[src/rtl/if_prefetch.sv]
// if_prefetch: instruction-fetch stage with a small prefetch queue.
// The PC fetches from a combinational instruction memory into a DEPTH-entry
// queue of {instruction, PC+2}. Decode pops from the head, and a later
// stage can redirect the PC and flush the queue.
// Optional feature macro: IF_JUMP_PREDECODE_EN. When it is defined, jump
// opcodes are recognised at fetch and the PC follows them immediately.
module if_prefetch #(
  parameter int              XLEN    = 16,
  parameter int              DEPTH   = 4,
  parameter int              OP_W    = 4,
  parameter logic [OP_W-1:0] JUMP_OP = 4'hF
) (
  input  logic                             clk,
  input  logic                             rst,
  input  logic                             redirect,
  input  logic [XLEN-1:0]                  redirect_addr,
  output logic [XLEN-1:0]                  imem_addr,
  input  logic [XLEN-1:0]                  imem_data,
  output logic                             imem_en,
  output logic                             out_valid,
  input  logic                             out_ready,
  output logic [XLEN-1:0]                  out_ins,
  output logic [XLEN-1:0]                  out_npc,
  output logic [$clog2(DEPTH+1)-1:0]       count
);

  localparam int CNT_W = $clog2(DEPTH + 1);
  localparam int PTR_W = $clog2(DEPTH);

`ifdef IF_JUMP_PREDECODE_EN
  localparam bit JUMP_PREDECODE = 1'b1;
`else
  localparam bit JUMP_PREDECODE = 1'b0;
`endif

  logic [XLEN-1:0]  r_pc;
  logic [CNT_W-1:0] r_count;
  logic [PTR_W-1:0] r_head;
  logic [PTR_W-1:0] r_tail;
  logic [XLEN-1:0]  r_insQ [DEPTH];
  logic [XLEN-1:0]  r_npcQ [DEPTH];

  logic             w_valid;
  logic             w_pop;
  logic             w_push;
  logic [XLEN-1:0]  w_pcPlus2;
  logic             w_isJump;
  logic             w_takeJump;
  logic [XLEN-1:0]  w_jumpTarget;
  logic [XLEN-1:0]  w_nextPc;

  assign w_valid   = (r_count != '0);
  assign w_pop     = w_valid & out_ready;
  // A full queue still accepts a fetch when the head leaves in the same cycle.
  assign w_push    = ~redirect & ((r_count < CNT_W'(DEPTH)) | w_pop);
  assign w_pcPlus2 = r_pc + XLEN'(2);

  // The jump target keeps the PC's upper page bits and takes the low offset
  // from the instruction, shifted to a halfword address.
  assign w_isJump     = (imem_data[XLEN-1:XLEN-OP_W] == JUMP_OP);
  assign w_takeJump   = JUMP_PREDECODE & w_isJump;
  assign w_jumpTarget = {r_pc[XLEN-1:XLEN-OP_W+1], imem_data[XLEN-OP_W-1:0], 1'b0};

  assign imem_addr = r_pc;
  assign imem_en   = w_push;
  assign out_valid = w_valid;
  assign out_ins   = w_valid ? r_insQ[r_head] : '0;
  assign out_npc   = w_valid ? r_npcQ[r_head] : '0;
  assign count     = r_count;

  // Next PC: a redirect beats a predecoded jump, which beats sequential fetch.
  always_comb begin
    w_nextPc = r_pc;
    if (redirect) begin
      w_nextPc = redirect_addr & ~XLEN'(1);
    end else if (w_push && w_takeJump) begin
      w_nextPc = w_jumpTarget;
    end else if (w_push) begin
      w_nextPc = w_pcPlus2;
    end
  end

  // Queue storage; entries need no reset because count gates their visibility.
  always_ff @(posedge clk) begin
    if (w_push) begin
      r_insQ[r_tail] <= imem_data;
      r_npcQ[r_tail] <= w_pcPlus2;
    end
  end

  // PC, pointers and occupancy; a redirect flushes the queue and drops any pop.
  always_ff @(posedge clk or posedge rst) begin
    if (rst) begin
      r_pc    <= '0;
      r_count <= '0;
      r_head  <= '0;
      r_tail  <= '0;
    end else if (redirect) begin
      r_pc    <= w_nextPc;
      r_count <= '0;
      r_head  <= r_tail;
    end else begin
      r_pc <= w_nextPc;
      if (w_push) begin
        r_tail <= r_tail + PTR_W'(1);
      end
      if (w_pop) begin
        r_head <= r_head + PTR_W'(1);
      end
      if (w_push && !w_pop) begin
        r_count <= r_count + CNT_W'(1);
      end else if (w_pop && !w_push) begin
        r_count <= r_count - CNT_W'(1);
      end
    end
  end

endmodule

[config.mk]
export PLATFORM = sky130hd
export DESIGN_NAME = if_prefetch
export DESIGN_NICKNAME = d
export VERILOG_FILES = /design/src/rtl/if_prefetch.sv
export SDC_FILE = /design/constraint.sdc
export NUM_CORES = 1
export LEC_CHECK = 0
export ABC_CLOCK_PERIOD_IN_PS = 3500
export BUFFER_PORTS_ARGS = -buffer_cell sky130_fd_sc_hd__buf_2
export CORE_MARGIN = 2
export CORE_UTILIZATION = 61
export CTS_CLUSTER_DIAMETER = 100
export CTS_CLUSTER_SIZE = 20
export DETAILED_ROUTE_END_ITERATION = 8
export PLACE_DENSITY = 0.84
export SLEW_MARGIN = 15
export SYNTH_ARGS = -nofsm -noshare
export SYNTH_HDL_FRONTEND = slang
export SYNTH_SLANG_ARGS = --single-unit
[constraint.sdc]
create_clock -name clk -period 3.5 [get_ports clk]
set_input_delay 0.7 -clock clk [delete_from_list [all_inputs] [get_ports clk]]
set_output_delay 0.7 -clock clk [all_outputs]
set_load 0.02 [all_outputs]
Word level (Yosys, flattened, before mapping)
Memory sizes are Yosys's and may differ from the RTL's.
Cells that the tools add are included.
W data, S select, Z words.
{"block": "op_classes", "addsub": 5, "order_cmp": 1, "mux": 11, "bitwise": 4, "reduce_logical": 9}
{"operator": "$mux W16", "count": 4}
{"operator": "$add A16 B2 Y16 const B", "count": 1}
{"operator": "$mux W3", "count": 3}
{"operator": "$reduce_bool A3 Y1", "count": 2}
{"operator": "$add A2 B1 Y2 const B", "count": 2}
{"operator": "$mux W2", "count": 2}
{"operator": "$reduce_bool A2 Y1", "count": 2}
{"operator": "$add A3 B1 Y3 const B", "count": 1}
{"operator": "$lt A3 B3 Y1 const B", "count": 1}
{"operator": "$sub A3 B1 Y3 const B", "count": 1}
{"operator": "$and A1 B1 Y1", "count": 2}
{"operator": "$logic_and A1 B1 Y1", "count": 2}
{"operator": "$logic_not A1 Y1", "count": 2}
{"operator": "$mux W1", "count": 2}
{"operator": "$reduce_and A2 Y1", "count": 1}
{"operator": "$not A1 Y1", "count": 1}
{"operator": "$or A1 B1 Y1", "count": 1}
{"block": "totals", "regBits": 23, "ram_bits": 128, "in_bits": 36, "elab_cells": 36, "memories": 2}
{"name": "r_insQ", "words": 4, "word_bits": 16, "rd": 1, "rd_clocked_by_memory_dff": 0, "wr": 1, "line": "40", "rtl": "logic [XLEN-1:0] r_insQ [DEPTH];"}
{"name": "r_npcQ", "words": 4, "word_bits": 16, "rd": 1, "rd_clocked_by_memory_dff": 0, "wr": 1, "line": "41", "rtl": "logic [XLEN-1:0] r_npcQ [DEPTH];"}

Longest topological paths before layout
Gate-level depths: netlist of the first run.
{"block": "depth", "depth_word": 9, "mapped_depth": 9}

Worst setup path before layout of the first run
No wires, ideal clock.
{"block": "synth_path", "kind": "input -> register", "from": "in out_ready", "to": "mem r_insQ[0][0] (enable)", "arrival_time_ps": 2403, "t_required_ps": 3109, "setup_slack_ps": 706, "path_stages": 5, "path_cell_list": "buf_2 nor2b_1 buf_6 nor2_1 and2_1"}
{"block": "synth_between", "elab_chain_len": 5}
{"element": "start, declared", "line": "21", "rtl": "input logic out_ready,"}
{"element": "$and A1 B1 Y1", "line": "53", "rtl": "assign w_pop = w_valid & out_ready;"}
{"element": "$or A1 B1 Y1", "line": "55", "rtl": "assign w_push = ~redirect & ((r_count < CNT_W'(DEPTH)) | w_pop);"}
{"element": "$and A1 B1 Y1", "line": "55"}
{"element": "via imem_en", "line": "19", "rtl": "output logic imem_en,"}
{"element": "$mux W1", "line": "85", "rtl": "if (w_push) begin"}
{"element": "$mux W1 (not written as such)", "line": "86", "rtl": "r_insQ[r_tail] <= imem_data;"}
{"element": "end, declared", "line": "40"}
The timed path passes the listed nets, and every way through them passes these cells.

Final worst setup path of the first run
{"block": "layout_path", "from": "reg r_head[0]", "to": "out out_npc[10]"}
{"block": "layout_between", "elab_chain_len": 2}
{"element": "start, declared", "line": "38", "rtl": "logic [PTR_W-1:0] r_head;"}
{"element": "start signal, assigned", "line": "101", "rtl": "r_head <= r_tail;"}
{"element": "start signal, assigned", "line": "108", "rtl": "r_head <= r_head + PTR_W'(1);"}
{"element": "$mem_v2 Z4 W16"}
{"element": "$mux W16", "line": "68", "rtl": "assign out_npc = w_valid ? r_npcQ[r_head] : '0;"}
{"element": "end, declared", "line": "23", "rtl": "output logic [XLEN-1:0] out_npc,"}
Every way passes these cells.

==> results of run 1 <==
cells in the mapped netlist, types with 2 or more instances:
cell / count / area share
nor2b_1: 4 / 0.0040
buf_6: 2 / 0.0036
nor3_1: 4 / 0.0032
xor2_1: 14 / 0.020
nor4_1: 2 / 0.0020
edfxtp_1: 124 / 0.60
nand2_1: 25 / 0.015
nand4_1: 5 / 0.0050
ha_1: 5 / 0.010
clkbuf_1: 13 / 0.0079
or4_1: 2 / 0.0024
a21oi_1: 4 / 0.0032
inv_1: 8 / 0.0048
buf_4: 3 / 0.0036
buf_1: 2 / 0.0012
mux2i_1: 2 / 0.0032
or3_1: 2 / 0.0020
and2_1: 37 / 0.037
nor2_1: 6 / 0.0036
mux4_2: 31 / 0.11
dfrtp_1: 22 / 0.089
nand3_1: 13 / 0.010
xnor2_1: 12 / 0.017
buf_2: 6 / 0.0048
o21ai_0: 20 / 0.016
area by class of cell:
type | count | area [um2] | share of cell area
clock inverter | 13 | 191 | 0.0260
tap | 133 | 166 | 0.0226
inverter | 8 | 30.0 | 0.00407
timing repair buffer | 95 | 513 | 0.0696
clock buffer | 18 | 418 | 0.0567
multi-input combinational | 201 | 1780 | 0.241
sequential | 146 | 4280 | 0.580
worst max-delay path: cells and delay by family, from the launching register on:
kind | cells | cell delay [ns]
AND/OR/NAND/NOR | 1 | 0.18
multiplexers | 1 | 0.54
buffers and inverters | 2 | 0.43
flip-flops | 1 | 0.61
through the flow:
| stage | power [W] | util | worst slack, ns | std cells | hold slack (ns) |
|---|---|---|---|---|---|
| after floorplan | 0.00387 | - | 0.706 | 381 | 0.503 |
| final | 0.00637 | 0.751 | 0.499 | 614 | 0.359 |
| after CTS | 0.00642 | 0.751 | 0.438 | 614 | 0.366 |
| after global routing | 0.00664 | 0.751 | 0.353 | 614 | 0.372 |
| after global placement | 0.00445 | 0.689 | 0.800 | 583 | 0.536 |
| after detailed placement | 0.00452 | 0.689 | 0.709 | 583 | 0.541 |
layer usage:
layer | vias up | global-route usage | wire (um)
li1 | 1611 | - | -
met1 | 1816 | 0.326 | 5240
met2 | 143 | 0.407 | 6650
met3 | 15 | 0.0624 | 653
met4 | 0 | 0.0962 | 172
met5 | - | 0 | 0
path summary, 6_finish.rpt:
check                                   from  depth (start not counted)       endpoint  slack (ns)
max reg2reg                         count[2]                          4   r_npcQ[2][7]        0.95
min                                      rst                          2      r_head[1]        0.36
max                                r_head[0]                          4    out_npc[10]        0.50
min reg2reg                        r_tail[0]                          2      r_head[0]        0.55
min in group clk           redirect_addr[10]                          3  imem_addr[10]        0.39
max in group asynchronous                rst                          2      r_head[0]        2.54
sequential cells by signal, summed over array words and instances, names as in the netlist:
| name | cells |
|---|---|
| imem_addr | 15 |
| count | 3 |
| r_tail | 2 |
| r_insQ | 64 |
| r_head | 2 |
| r_npcQ | 60 |
kinds of logic after synthesis:
logic type | share of synthesized area
compound gates | 0.0230
simple gates | 0.0969
fa+ha+maj | 0.0133
flops | 0.688
other cells | 0.000604
xor+xnor | 0.0367
mux | 0.116
buf+inv | 0.0260
power by group:
| part | total (W) | internal, W | switching, W |
|---|---|---|---|
| Combinational | 0.00203 | 0.000847 | 0.00118 |
| Clock | 0.00186 | 0.00121 | 0.000651 |
| Sequential | 0.00247 | 0.00227 | 0.000200 |
==> results list, run 1 <==
- The run finished with clean final reports.
- Placeable core region: ~0.0098 mm2
- The routed design could run at a clock period as short as approximately 3.0 ns.
- During placement, the flow inserted port buffers numbering 85.
* Source-to-sink clock delay at the later pin of the worst-skew pair: between 0.5 and 0.6 ns
- Antenna fix cells: 0
- Final-stage net count: slightly above 500
- The finished cells cover ~0.0074 mm2.
* WL per Instance: 20.7 um
- In this run the deepest clock path goes through 2 buffers.
- Total clock buffers created by CTS: 17
- For the pin with the worst max-slew slack, the measured transition is slightly below 0.9 ns.
- Counting every instance in the synthesized netlist gives 380.
- Cells traversed along the worst timing path: buf_12 > mux4_2 > and2_1 > buf_2
- Crit Path Max Fanout: 23
* Signal arrival time at the worst endpoint: 2.30 ns
* Total setup violations reported at the end of the flow: 0
- At the end of routability-driven placement, the weighted congestion stood at approximately 0.80.
- Number of instances resized during post-cts repair: 0
- In the finished design, the share of the clock period the worst path needs comes to 0.857.
- In the global route stage, overall resource usage came out at 0.249.
- The final hold violation count is 0.
* Accumulated negative setup slack: 0 ns
* Setup Crit Path Kind: flip-flop to output port
- In the routed layout, each cell is associated on average with a via count of approximately 6.
* Critical-path cell with the highest stage delay: dfrtp_2
* Class of the tightest hold or removal check: input pin to asynchronous set/reset pin
- HPWL after DPL: around 7.5 mm
* Nature of the critical path endpoint: output port
- Data required time at the worst endpoint: approximately 2.8 ns
- Delay of the slowest critical-path stage: a little over 0.6 ns
- Total via count after detailed routing: 3585
* Pins Over Slew Limit: 0
- Global-route wire length before repair: about 20 mm
- Maximum clock frequency: approximately 0.33 GHz
- The library cell used most frequently in the layout, excluding fill and tap cells, is edfxtp_1.
- In this run the remaining antenna-violating nets after routing total 0.
- After filler insertion, the fill cell instance count of the layout stands at ~620.
* Global-route congestion overflow total: 0
* Pin count of the biggest net entering global routing: 40
- Setup Skew: approximately 0.015 ns
- Async set-reset flop share out of synthesis: 0.151
* Starting Density: 0.633
* Initial antenna violation count: 0
* CTS sink count: 146
* CTS Hold Bufs: 0
- After synthesis, the mean cell area works out to around 16 um2.
- Placement row count: 36
- Max-cap violations in this run came to 0.
- Die Outline Area: 0.0110 mm2
- The via count of the first global-routing pass was between 3000 and 4000.
- I/O pins: between 80 and 90
* Number of distinct library cell variants in the gate-level netlist after synthesis: 37
- Compared with the post-synthesis result, the final layout area differs by 18.7%.
- Static leakage power: approximately 2.7 nW
- In this run, synthesis inferred 124 flip-flops with an integrated enable.
- Cell area after synthesis: slightly above 0.006 mm2
- The die is 105 um tall.
- Fraction of the yosys area taken by sequential cells: 0.688
- Fraction of layout instances using a drive strength above 1: 0.333
- After synthesis the netlist holds a flip-flop and latch count of approximately 150.
- Once the clock tree was built, the setup fixing pass inserted 0 buffers.
- Root Driver: clkbuf_8
- Relative slew slack: 0.414
* Horiz. Die Dim: ~100 um
- For this run, design rule violations remaining after detail routing come to 0.
- Instance area after placement: 0.00677 mm2
- Setup repair after global routing left no endpoint under its margin.
* Final routed wirelength across all metal layers: 12.7 mm
- Leading register cell type out of synthesis: edfxtp_1
- # H-tree levels: 4
- For this run, the detailed router's first-pass iteration total came to 4.
- Post-CTS clock slew at the launch and capture registers of the worst setup and hold paths: 0.06 ns
- Crit start category: flip-flop
- For this block, the initial DRC count from the detailed router was approximately 260.
* Peak supply drop: between 0.5 and 0.6 mV
* Clock tree from TritonCTS: yes
* Yosys synthesis warning count: 0
* Total power density per cell area: roughly 860 mW/mm2
- Most used cells in the layout excluding fill and tap cells: edfxtp_1, buf_2, and2_1
(Power assumes the default switching activity.)
==> run 2, diff against run 1 <==
CORE_MARGIN = unset   (was 2)
==> run 2 against run 1 <==
Effect of this change:
- hold slack gained 0.0030 ns
- clock skew shrank 0.0068 ns
- critical endpoint is now out_npc[2]
- combinational power decreased by 2%
- design area fell by 0.81%
- sequential power is essentially flat
- sequential share of layout area grew 0.48 points
- first-iteration DRC count is 26% lower
- critical path type unchanged
- clock power shrank 9%
- cell count decreased by 0.16%
- critical path depth unchanged
- routed wire length down 3.4%
- highest routed layer unchanged
==> results list, run 2 (same netlist as run 1, synthesis figures left out) <==
- Setup Skew: slightly above 0.008 ns
* Final weighted congestion in routability-driven placement: between 0.8 and 0.9
- The final layout contains routed wiring with a total length of between 10 and 15 mm.
* Final-stage net count: just over 500
* Total clock buffers created by CTS: 17
- The routed design could run at a clock period as short as 3.03 ns.
- Pin count of the biggest net entering global routing: 40
- Actual transition at the worst max-transition pin: between 0.8 and 0.9 ns
- In the finished design, the share of the clock period the worst path needs comes to 0.864.
- STA classifies the critical path endpoint as an output port.
- The H-tree was split into 4 levels.
- Port Buffer Count: 85
- Total power density per cell area: roughly 840 mW/mm2
- Result of the run: completed
* CTS Hold Bufs: 0
* I/O pins: 89
- Total via count after detailed routing: about 3500
* Max-cap violation count: 0
* Number of instances resized during post-cts repair: 0
- The tree built by TritonCTS fans out to 146 sinks.
- Signal arrival time at the worst endpoint: 2.33 ns
* Most used cells in the layout excluding fill and tap cells: edfxtp_1, buf_2, and2_1
* Accumulated negative setup slack: 0 ns
* Layout filler cell count: between 600 and 700
- Using the TritonRoute via totals, the vias-per-cell ratio works out to around 5.8.
- Row generation in the floorplan step produced 36 rows.
- Die outline height: roughly 100 um
* RSZ-0062 raised after global routing: false
- The initial antenna violation count is 0.
- In this run the worst hold path is classified as input pin to asynchronous set/reset pin.
* Setup Crit Path Kind: flip-flop to output port
- The initial utilization of the core area, before any placement, comes to 0.633.
* Relative slew slack: 0.415
- After clock tree synthesis, the clock-pin slew on the worst setup and hold paths is around 0.070 ns.
- The most critical setup path has its startpoint at r_head[0].
- Horiz. Die Dim: around 100 um
* Global-route wire length before repair: 18.9 mm
* Iteration-0 DRC count of the detailed router: 190
* HPWL after DPL: approximately 7.0 mm
- Crit Path Max Fanout: 21
- The count of nets left with antenna violations once routing finished came out at 0.
* Placeable core region: about 0.01 mm2
- From synthesis to final layout, the design area changed by 17.7%.
- For this run, the share of the core covered by cells in the final layout is 0.745.
* Root Driver: clkbuf_8
- The final hold violation count was 0.
- Global routing finished with a remaining overflow of 0.
- WL per Instance: ~20 um
- For the worst-skew pair, the clock arrives at the later sink with an insertion delay of between 0.5 and 0.6 ns.
- Die Outline Area: about 0.011 mm2
* Total setup violations reported at the end of the flow: 0
* Crit start category: flip-flop
- In the global route stage, overall resource usage came out at 0.254.
- The worst register-to-register path has a depth of 6.
- For the worst setup path, the data required time is 2.80 ns.
- After detailed routing, the number of remaining DRC violations is 0.
* Maximum clock frequency: 0.331 GHz
* Static leakage power: between 2 and 3 nW
- Counting flops per register, the top entry is r_insQ.
* Most common cell after layout, fill and taps aside: edfxtp_1
- Across the VDD grid, the largest voltage drop is approximately 0.47 mV.
- Worst reg2reg startpoint: count[2]
- The count of final max-slew check failures came to 0.
- Number of global-route vias before repair: between 3000 and 4000
- The pre-antenna-repair detailed-routing pass consisted of 5 iterations.
- TritonCTS built the clock tree.
* Clock Path Buffers: 2
* Number of buffers inserted to repair setup after CTS: 0
- Of the cells placed in the final design, the portion with a size suffix greater than 1 is 0.333.
* Antenna fix cells: 0
* Largest register FFs: 64
[run 2: routing by layer]
layer | up-vias | global-route usage | part of all wire
li1 | 1597 | - | -
met5 | - | 0 | 0
met4 | 0 | 0.0975 | 0.012
met3 | 9 | 0.0508 | 0.051
met2 | 143 | 0.422 | 0.52
met1 | 1790 | 0.337 | 0.42
[run 2: final timing paths]
path,slack [ns],end
setup / recovery,0.47,out_npc[2]
min in group clk,0.39,imem_addr[10]
hold reg to reg,0.57,r_head[1]
hold / removal,0.36,r_tail[1]
setup reg to reg,1.00,count[1]
max in group asynchronous,2.54,r_head[0]
[run 2: layout make-up]
type	instances	area (um2)	share of cell area
Inverter	8	30.0	0.00411
Tap cell	133	166	0.0228
Clock inverter	15	150	0.0205
Sequential cell	146	4280	0.585
Clock buffer	17	414	0.0566
Multi-Input combinational cell	201	1780	0.243
Timing Repair Buffer	93	498	0.0681
[run 2: report_power, final]
part,switching (W),total (W),internal (W)
logic,0.00115,0.00199,0.000838
clock network,0.000738,0.00170,0.000963
registers,0.000201,0.00247,0.00227
[run 2: worst max-delay path, cell delays in order, from the launching register on]
cell	delay, ns
dfrtp_2	0.65
buf_12	0.28
mux4_2	0.53
and2_1	0.19
buf_2	0.16
[run 2: metrics by stage]
| step | hold WS, ns | std cells | total power [W] | instance area, um2 | setup slack (ns) |
|---|---|---|---|---|---|
| 6_report | 0.362 | 613 | 0.00617 | 7310 | 0.475 |
| 5_1_grt | 0.379 | 613 | 0.00647 | 7310 | 0.343 |
| 4_1_cts | 0.367 | 613 | 0.00622 | 7310 | 0.409 |
| 3_5_place_dp | 0.545 | 581 | 0.00449 | 6750 | 0.676 |
| 3_3_place_gp | 0.530 | 581 | 0.00443 | 6750 | 0.784 |
| 2_1_floorplan | 0.503 | 381 | 0.00387 | 6220 | 0.706 |
==> run 3, diff against run 2 <==
--- a/config.mk
+++ b/config.mk
@@ -8,4 +8,5 @@
 export ABC_CLOCK_PERIOD_IN_PS = 3500
 export BUFFER_PORTS_ARGS = -buffer_cell sky130_fd_sc_hd__buf_2
+export CAP_MARGIN = 10
 export CORE_UTILIZATION = 61
 export CTS_CLUSTER_DIAMETER = 100
==> constraint.sdc (replaced) <==
create_clock -name clk -period 3.5 [get_ports clk]
set_input_delay 0.7 -clock clk [delete_from_list [all_inputs] [get_ports clk]]
set_output_delay 0.7 -clock clk [all_outputs]
set_load 0.05 [all_outputs]
==> run 3 against run 2 <==
Effect of this change:
- utilization is 0.45 points higher
- global-route usage increased by 1.1 points
- critical path depth is 1 lower
- cell count is the same
- clock skew hardly changed
- clock-buffer cell count is the same
- sequential share of layout area down 0.35 points
- critical endpoint is now out_npc[1]
- non-clock buffer count did not move
- first-iteration DRC count grew 36%
- hold slack better by 0.015 ns
- flip-flop and latch count is the same
- combinational power up 34%
==> results list, run 3 (same netlist as run 1, synthesis figures left out) <==
- The run finished with clean final reports.
* Die outline height: ~100 um
- Final critical-path share of the clock period: 0.900
- In the routed layout, each cell is associated on average with a via count of approximately 5.8.
- At the later pin of the worst-skew pair, clock insertion delay measures 0.53 ns.
* Crit Path Max Fanout: 34
- Setup repair after global routing left no endpoint under its margin.
- Headroom to the max-slew limit came out at 0.303.
* Data required time at the worst endpoint: approximately 2.8 ns
- The critical path goes through or3_1 > and2_1 > buf_2.
* Number of global-route vias before repair: roughly 3700
* Design internal power: ~0.0043 W
* Instance area after placement: 0.00674 mm2
- Number of instances resized during post-cts repair: 0
- Delay of the slowest critical-path stage: ~0.85 ns
- CTS placed an instance of clkbuf_8 at the clock tree root.
- Relative area change from synthesis to final layout: 18.4%
* Placement row count: 36
- Worst path buffer plus inverter count: 1
- Input and output buffers added on the ports amount to 85.
* # H-tree levels: 4
* Total via count after detailed routing: around 3600
* Final routed wirelength across all metal layers: 12.8 mm
- The count of final max-slew check failures is 0.
- Counting cells, the worst reg-to-reg path comes to 6.
- Critical-path cell with the highest stage delay: or3_1
- For this run, the detailed router's first-pass iteration total came to 5.
- r_insQ holds more flip-flops than any other register.
- Most common cell after layout, fill and taps aside: edfxtp_1
- Global-route congestion overflow total: 0
- Nature of the critical path endpoint: output port
- The critical path crosses 3 cells after its start point.
- The startpoint identified for the worst register-to-register timing path is count[2].
- Class of the tightest hold or removal check: input pin to asynchronous set/reset pin
- Register-to-register setup slack: just over 0.8 ns
- Starting Density: 0.633
* Max-cap violation count: 0
* Number of buffers inserted to repair setup after CTS: 0
* Total clock buffers created by CTS: 17
- Worst setup path startpoint: count[2]
- Total setup violations reported at the end of the flow: 0
- Static leakage power: 2.72 nW
* Total power density per cell area: roughly 950 mW/mm2
- Fin area: roughly 0.0074 mm2
* Signal arrival time at the worst endpoint: approximately 2.5 ns
- Horiz. Die Dim: between 100 and 150 um
- CTS saw around 150 sinks.
* Final count of hold timing violations: 0
- On the critical path the largest part of the delay comes from simple AND/OR/NAND/NOR gates.
* Setup Skew: 0.00808 ns
* Placeable core region: between 0.009 and 0.01 mm2
* Crit start category: flip-flop
- Minimum clock period: approximately 3.2 ns
* WL per Instance: ~21 um
- Setup Crit Path Kind: flip-flop to output port
* Final weighted congestion in routability-driven placement: roughly 0.86
* Total global routing track utilization: 0.266
- Of the total power, combinational logic draws 0.381.
* Net load switching power: between 0.002 and 0.003 W
- Iteration-0 DRC count of the detailed router: 259
- CTS Hold Bufs: 0
* Post-CTS clock slew at the launch and capture registers of the worst setup and hold paths: 0.07 ns
- Most used cells in the layout excluding fill and tap cells: edfxtp_1, buf_2, and2_1
- I/O pins: between 80 and 90
* Initial antenna violation count: 0
- The number of antenna diodes in the final layout is 0.
- IR analysis of the VDD net gives a maximum drop of roughly 0.68 mV.
* Timing endpoint of the critical path: out_npc[1]
* Actual transition at the worst max-transition pin: ~1.0 ns
- The first global-routing pass estimated between 15 and 20 mm of wire.
* Accumulated negative setup slack: 0 ns
- Maximum clock frequency: ~0.32 GHz
- Die Outline Area: around 0.011 mm2
- Endpoint of the lowest-slack register-to-register path: count[1]
- In this run the deepest clock path goes through 2 buffers.
* Final ANT Viol Nets: 0
- Of the total power, registers draw 0.351.
* HPWL after DPL: ~7.5 mm
* Fraction of layout instances using a drive strength above 1: 0.333
- TritonCTS built the clock tree.
- Entering global routing, the biggest net connects 40 pins.
- The final layout contains roughly 510 nets.
- Of the total power, the clock network draws 0.268.
- Of the total power, the share spent switching nets is 0.392.
- Largest register FFs: 64
- Total DRC errors in the routed layout: 0
-- run 3: cell types whose count changed in the layout (fill, tap and decap cells not counted) --
cell / previous run / this run
buf_12: 1 / 0
buf_4: 7 / 8
bufinv_16: 1 / 4
clkinv_4: 3 / 4
inv_6: 3 / 2
inv_8: 3 / 0
-- run 3: power by group through the flow --
stage	clock network (W)	logic (W)	registers (W)
finish	0.00188	0.00267	0.00246
global route	0.00197	0.00285	0.00249
CTS	0.00190	0.00270	0.00247
detailed placement	0	0.00267	0.00249
global placement	0	0.00263	0.00245
floorplan	0	0.00202	0.00252
-- run 3: how the worst min path moves through the flow --
stage                                 start       endpoint  slack [ns]  depth (start not counted)
final                                   rst   imem_addr[1]        0.38                          2
after global routing           imem_data[2]   r_insQ[1][2]        0.37                          1
after CTS                 redirect_addr[10]  imem_addr[10]        0.36                          3
after detailed placement          r_tail[1]      r_head[1]        0.54                          2
after global placement            r_tail[1]      r_head[1]        0.53                          2
after floorplan                   r_tail[1]      r_head[1]        0.50                          2
-- run 3: area by class of cell --
class | count | area (um2)
Sequential cell | 146 | 4280
Fill cell | 607 | 2460
Multi-Input combinational cell | 201 | 1780
Timing Repair Buffer | 93 | 485
Clock buffer | 17 | 414
Clock inverter | 15 | 206
Tap cell | 133 | 166
Inverter | 8 | 30.0
-- run 3: stage by stage --
step / setup WS, ns / instances / power, W / util / hold slack, ns
detailed placement: 0.632 / 581 / 0.00516 / 0.686 / 0.538
finish: 0.349 / 613 / 0.00701 / 0.749 / 0.377
global placement: 0.746 / 581 / 0.00508 / 0.686 / 0.527
global route: 0.205 / 613 / 0.00732 / 0.749 / 0.370
CTS: 0.307 / 613 / 0.00706 / 0.749 / 0.364
floorplan: 0.312 / 381 / 0.00454 / - / 0.503
-- run 3: layer usage --
metal  vias to the layer above  GRT usage  part of all wire
met3                        24     0.0732             0.056
met2                       158      0.443              0.53
met1                      1792      0.330              0.40
li1                       1604          -                 -
met4                         0      0.114             0.018
met5                         -          0                 0
